### config.mk
export PLATFORM = sky130hd
export DESIGN_NAME = pipelined_csel_adder
export DESIGN_NICKNAME = d
export VERILOG_FILES = /design/src/rtl/pipelined_csel_adder.sv
export SDC_FILE = /design/constraint.sdc
export NUM_CORES = 1
export LEC_CHECK = 0
export CAP_MARGIN = 15
export CORE_ASPECT_RATIO = 0.5
export CORE_MARGIN = 1.5
export CORE_UTILIZATION = 40
export DETAILED_ROUTE_END_ITERATION = 10
export PLACE_DENSITY = 0.72
export REMOVE_ABC_BUFFERS = 1
export SLEW_MARGIN = 20
export SYNTH_ARGS = -nofsm -noshare
export SYNTH_HDL_FRONTEND = slang
export SYNTH_SLANG_ARGS = --single-unit
### constraint.sdc
create_clock -name clk -period 3.6 [get_ports clk]
set_input_delay 0.72 -clock clk [delete_from_list [all_inputs] [get_ports clk]]
set_output_delay 0.72 -clock clk [all_outputs]
set_load 0.01 [all_outputs]
### src/rtl/pipelined_csel_adder.sv
// Pipelined carry-select adder/subtractor with a valid/ready stream interface.
// Each BLOCK-bit carry-select slice resolves in its own register stage under a global stall.
module pipelined_csel_adder #(
  parameter int unsigned WIDTH = 32,
  parameter int unsigned BLOCK = 8
) (
  input  logic             clk,
  input  logic             rst_n,
  input  logic             in_valid,
  output logic             in_ready,
  input  logic [WIDTH-1:0] a,
  input  logic [WIDTH-1:0] b,
  input  logic             cin,
  input  logic             sub,
  output logic             out_valid,
  input  logic             out_ready,
  output logic [WIDTH-1:0] sum,
  output logic             cout,
  output logic             ovf
);

  localparam int unsigned STAGES = WIDTH / BLOCK;

  if (WIDTH % BLOCK != 0) begin : g_bad_param
    $error("pipelined_csel_adder: WIDTH must be a multiple of BLOCK");
  end

  logic             advance;
  logic             accept;
  logic [WIDTH-1:0] b_eff;
  logic             c0;

  assign advance  = ~out_valid | out_ready;
  assign in_ready = advance;
  assign accept   = in_valid & advance;
  assign b_eff    = sub ? ~b : b;
  assign c0       = sub | cin;

  for (genvar k = 0; k < STAGES; k++) begin : g_stage
    localparam int unsigned LO  = k * BLOCK;
    localparam int unsigned HI  = LO + BLOCK;
    localparam int unsigned REM = WIDTH - HI;

    // Operand bits [WIDTH-1:LO] not yet consumed, plus the incoming carry and partial sum
    logic [WIDTH-LO-1:0] in_a;
    logic [WIDTH-LO-1:0] in_b;
    logic                in_c;
    logic                in_v;
    logic [BLOCK:0]      cand0;
    logic [BLOCK:0]      cand1;
    logic [BLOCK-1:0]    blk_sum;
    logic                blk_cout;
    logic [HI-1:0]       sum_d;

    logic                valid_q;
    logic                carry_q;
    logic [HI-1:0]       sum_q;

    assign cand0 = {1'b0, in_a[BLOCK-1:0]} + {1'b0, in_b[BLOCK-1:0]};
    assign cand1 = {1'b0, in_a[BLOCK-1:0]} + {1'b0, in_b[BLOCK-1:0]} + (BLOCK+1)'(1);
    assign {blk_cout, blk_sum} = in_c ? cand1 : cand0;

    if (k == 0) begin : g_src
      assign in_v  = accept;
      assign in_a  = a;
      assign in_b  = b_eff;
      assign in_c  = c0;
      assign sum_d = blk_sum;
    end else begin : g_src
      assign in_v  = g_stage[k-1].valid_q;
      assign in_a  = g_stage[k-1].g_ops.a_q;
      assign in_b  = g_stage[k-1].g_ops.b_q;
      assign in_c  = g_stage[k-1].carry_q;
      assign sum_d = {blk_sum, g_stage[k-1].sum_q};
    end

    // Data only loads behind a valid token, so bubbles never disturb held results
    always_ff @(posedge clk or negedge rst_n) begin
      if (!rst_n) begin
        valid_q <= 1'b0;
        carry_q <= 1'b0;
        sum_q   <= '0;
      end else if (advance) begin
        valid_q <= in_v;
        if (in_v) begin
          carry_q <= blk_cout;
          sum_q   <= sum_d;
        end
      end
    end

    if (REM > 0) begin : g_ops
      logic [REM-1:0] a_q;
      logic [REM-1:0] b_q;

      always_ff @(posedge clk or negedge rst_n) begin
        if (!rst_n) begin
          a_q <= '0;
          b_q <= '0;
        end else if (advance && in_v) begin
          a_q <= in_a[WIDTH-LO-1:BLOCK];
          b_q <= in_b[WIDTH-LO-1:BLOCK];
        end
      end
    end

    if (k == STAGES - 1) begin : g_last
      logic msb_cin_q;

      // Carry into the MSB recovered from the MSB's sum bit: s = a ^ b ^ c
      always_ff @(posedge clk or negedge rst_n) begin
        if (!rst_n) begin
          msb_cin_q <= 1'b0;
        end else if (advance && in_v) begin
          msb_cin_q <= in_a[BLOCK-1] ^ in_b[BLOCK-1] ^ blk_sum[BLOCK-1];
        end
      end
    end
  end

  assign out_valid = g_stage[STAGES-1].valid_q;
  assign sum       = g_stage[STAGES-1].sum_q;
  assign cout      = g_stage[STAGES-1].carry_q;
  assign ovf       = g_stage[STAGES-1].g_last.msb_cin_q ^ g_stage[STAGES-1].carry_q;

endmodule

**Word level (Yosys, flattened, before mapping)**

Cells that the tools add are included.

- Bits of input ports: 70
- Memories: 0
- Output and inout bits: 36
- Bits in read-only memories: 0
- Bits in writable memories: 0
- Register bits: 185
- Latch bits: 0

- Reductions and logical operators: 8
- Equality and inequality tests: 0
- Shift-type cells: 0
- Order comparisons: 0
- Multiplexer cells: 5
- Add/sub/neg operators: 8
- Divide/modulo/power cells: 0
- Multipliers: 0
- Bitwise gates (word level): 8

Operators with widths:

| operator | number |
|---|---|
| $add A8 B8 Y9 | 4 |
| $add A9 B1 Y9 const B | 4 |
| $mux W9 | 4 |
| $mux W32 | 1 |
| $not A32 Y32 | 1 |
| $reduce_and A2 Y1 | 4 |
| $logic_and A1 B1 Y1 | 4 |
| $xor A1 B1 Y1 | 3 |
| $or A1 B1 Y1 | 2 |
| $and A1 B1 Y1 | 1 |
| $not A1 Y1 | 1 |

**Logic depth before layout (Yosys ltp)**

- Depth after elaboration: 5
- Mapped depth: 14
- Mapped depth without buffers: 12

**Least setup slack after synthesis**

No wires, ideal clock.

- Kind: input to register
- From: input sub
- To: register g_stage[0].carry_q
- Stages on the path: 14
- Required time: 3.468 ns
- Arrival: 3.438 ns
- Path buffers: 2
- Slack: 0.030 ns
- Setup time: 0.132 ns
- Path through: buf_2 -> buf_1 -> xor2_1 -> ha_1 -> inv_1 -> fa_1 -> inv_1 -> ha_1 -> nand2b_1 -> a2111oi_2 -> o211ai_1 -> nor4bb_1 -> and3_1 -> o31ai_1

- Longest elaborated chain between the ends: 4
- Elaborated cells on any way between the ends: 5
- Classes of those cells: add/sub: 2; mux: 2; bitwise: 1

RTL lines:

| element | RTL line | source |
|---|---|---|
| from (decl) | 14 | `input logic sub,` |
| $mux W32 | 36 | `assign b_eff = sub ? ~b : b;` |
| $add A8 B8 Y9 | 59, 60 |  |
| $add A9 B1 Y9 | 60 | `assign cand1 = {1'b0, in_a[BLOCK-1:0]} + {1'b0, in_b[BLOCK-1:0]} + (BLOCK+1)'(1);` |
| $mux W9 * | 61 | `assign {blk_cout, blk_sum} = in_c ? cand1 : cand0;` |
| to (signal assigned) | 86 | `carry_q <= blk_cout;` |
| to (decl) | 56 | `logic carry_q;` |

Every way passes the cells marked *; elsewhere a longest branch is shown, timed or not.
A chain may end at the register's enable or synchronous reset.

**Final worst setup path**

- From: input b[0]
- To: register g_stage[0].carry_q

- Longest elaborated chain between the ends: 5

RTL lines:

| element | RTL line | source |
|---|---|---|
| from (decl) | 12 | `input logic [WIDTH-1:0] b,` |
| $not A32 Y32 | 36 |  |
| $mux W32 * | 36 |  |
| $add A8 B8 Y9 * | 59, 60 |  |
| $add A9 B1 Y9 | 60 |  |
| $mux W9 * | 61 |  |

Marks and branches as above.

==> flow_metrics.tcl <==
set metrics [dict create \
    vias_per_cell 5.02 \
    synth-warning-count 0 \
    criticalPathCategory "in -> reg" \
    required_ns 3.88 \
    fin_crit_ns 3.17 \
    syn_to_final_growth_pct 23.2 \
    track_usage_pct 16.4 \
    timing.hold.ws_ns 0.332 \
    cts_sinks 185 \
    dp.cells 1203 \
    syn_area_um2 9100 \
    crit_arrival_ns 3.45 \
    drtIter0Drc 237 \
    placed_cell_area_um2 10600 \
    fin_skew_ns 0.0109 \
    p_switching_mw 3.54 \
    synth_area_per_cell_um2 11.2 \
    p_comb_share_pct 45.5 \
    setup_tns_ns 0 \
    synth-edff-count 0 \
    finish.utilization_pct 51.0 \
    grt_start_max_net_pins 81 \
    cts_tree "done" \
    drive_above_1_share_pct 17.6 \
    dp_slack_ns -0.0401 \
    yosysUniqueCellTypes 68 \
    yosysTopAreaCell "dfrtp_1" \
    numCtsBuffers 17 \
    drt-pass1-iter-count 6 \
    clk_pin_slew_ns 0.07 \
    vias 6192 \
    dp_hpwl_mm 13.2 \
    relSlewSlack_pct 48.2 \
    rows 38 \
    port_buffers 105 \
    first_global_vias 6383 \
    cts.repair_timing.setup_buffer_count 0 \
    setup_viol 0 \
    layoutNonFillerInstCount 1234 \
    cts_hold_buf 0 \
    hold_violations 0 \
    setup_ws_ns 0.427 \
    place_congestion 0.797 \
    finalPower_mw 9.96 \
    clk_latency_ns 0.42 \
    antenna_left 0 \
    yosysSeqAreaShare_pct 50.8 \
    antenna_cells 0 \
    rsz0062_at_grt "false" \
    dieArea_um2 23700 \
    cts-root-buf "clkbuf_16" \
    syn_inst 813 \
    overflow 0 \
    p_seq_share_pct 35.1 \
    ios 106 \
    drc_errors 0 \
    drv_slew 0 \
    async_flop_share_pct 100 \
    synth-seq-cells 185 \
    hold_class "in -> async" \
    cp-end-kind "flop" \
    clockBufferDepth 2 \
    synthFlopType "dfrtp_1" \
    period_share_pct 88.1 \
    ir_drop_uv 306 \
    tightest_slew_ns 0.775 \
    drv_cap 0 \
    synth_top_area_share_pct 50.8 \
    core_area_um2 22000 \
    intPower_mw 6.42 \
    finish.instance_area_um2 11200 \
    p_sw_share_pct 35.5 \
    crit_fanout 3 \
    die_width_um 216 \
    grt_pass1_wl_mm 30.9 \
    p_per_area_nw_per_um2 888 \
    nets 1033 \
    drt_wl_total_mm 18.2 \
    cts.repair.resized 0 \
    r2r_slack_ns 0.94 \
    initial_core_util_pct 41.4 \
    p_leak_nw 4.99 \
    synth_area_leaders "dfrtp_1 (51%), mux2_2 (12%), nand2_1 (6.1%), ha_1 (5.1%), xnor2_1 (4.3%)" \
    timing.fmax_mhz 315 \
    status "finished clean" \
    startpoint_type "primary input" \
    die_h_um 110 \
    htreeDepth 4 \
    avgRoutedWirePerCell_um 14.8 \
    p_clk_share_pct 19.4 \
    antenna_found_initial 0 \
]
[logic make-up (layout without fill, tap and decap cells)]
group | count (synthesis) | count (layout) | share of synthesized area [%]
AND/OR/NAND/NOR | 226 | 226 | 11.6
flip-flops | 185 | 185 | 50.8
XOR/XNOR | 75 | 75 | 7.38
adder cells (fa/ha/maj) | 41 | 41 | 5.96
multiplexers | 102 | 102 | 12.6
buffers and inverters | 48 | 169 | 1.99
AO/OA/AOI/OAI | 136 | 136 | 9.70
[routing by layer]
metal	wire, µm	track usage [%]
met1	8690	20.8
met2	8940	28.8
met3	455	3.49
met4	144	4.51
met5	0	0
[sequential cells by signal, summed over array words and instances, names as in the netlist]
signal,cells
g_stage.valid_q,3
sum,32
g_stage.g_last.msb_cin_q,1
cout,1
g_stage.g_ops.b_q,48
g_stage.g_ops.a_q,48
g_stage.carry_q,3
out_valid,1
g_stage.sum_q,48
[cells in the mapped netlist, types with 3 or more instances]
library cell / n
fa_1: 4
a21oi_1: 18
or3_1: 3
nand3_1: 12
xor2_1: 29
dfrtp_1: 185
nand2_1: 148
nor3b_1: 5
o311ai_1: 3
mux2i_1: 4
nand4_1: 6
nand2b_1: 5
and3_1: 4
o21ai_0: 62
mux2_2: 98
o21a_1: 6
ha_1: 37
inv_1: 16
nor2_1: 15
a211oi_1: 5
and2_1: 3
buf_1: 7
or4_1: 3
o211ai_1: 4
clkbuf_1: 24
a21o_1: 6
xnor2_1: 45
o31ai_1: 7
[cell type report]
class / instances / area, µm²
clock buffer: 21 / 470
clock inverter: 10 / 143
fill: 1945 / 10800
inverter: 16 / 60.1
multi-input combinational: 580 / 4300
sequential: 185 / 4630
tap: 300 / 375
timing repair buffer: 122 / 1240
[worst paths after layout]
path	startpoint	endpoint	cells after the start
max	b[0]	g_stage[0].carry_q	13
min	rst_n	sum[3]	1
max reg2reg	g_stage[2].g_ops.a_q[0]	sum[31]	8
min reg2reg	g_stage[0].sum_q[1]	g_stage[0].sum_q[1]	2
max in group asynchronous	rst_n	g_stage[1].g_ops.a_q[6]	2
min in group clk	g_stage[0].sum_q[1]	g_stage[0].sum_q[1]	2
[placed cells by master, fill, tap and decap left out, types with 5 or more instances in the layout]
cell type        synthesis  layout
o31ai_1                  7       7
nor2_1                  15      15
clkdlybuf4s50_1          0     103
xor2_1                  29      29
o21ai_0                 62      62
nand3_1                 12      12
dfrtp_1                185     185
clkbuf_16                0      17
nand2b_1                 5       5
buf_12                   0       5
nand4_1                  6       6
a211oi_1                 5       5
nor3b_1                  5       5
mux2_2                  98      98
xnor2_1                 45      45
ha_1                    37      37
a21o_1                   6       6
buf_4                    0      12
o21a_1                   6       6
nand2_1                148     145
a21oi_1                 18      18
inv_1                   16      16
[critical path, stage by stage]
cell and delay [ns]:
clkdlybuf4s50_1 0.47, xor2_1 0.15, ha_1 0.18, inv_1 0.05, fa_1 0.47, inv_1 0.10
ha_1 0.19, nand2b_1 0.08, a2111oi_2 0.27, o211ai_1 0.16, nor4bb_1 0.34, and3_1 0.21
o31ai_1 0.07
[power groups by stage]
stage                     combinational [mW]  clock, mW  sequential, mW
after floorplan                         3.19          0            3.46
after detailed placement                4.54          0            3.54
final                                   4.53       1.93            3.50
after CTS                               4.59       1.98            3.51
after global placement                  4.38          0            3.50
after global routing                    5.04       2.07            3.62
Power figures use the tool's default switching activity.
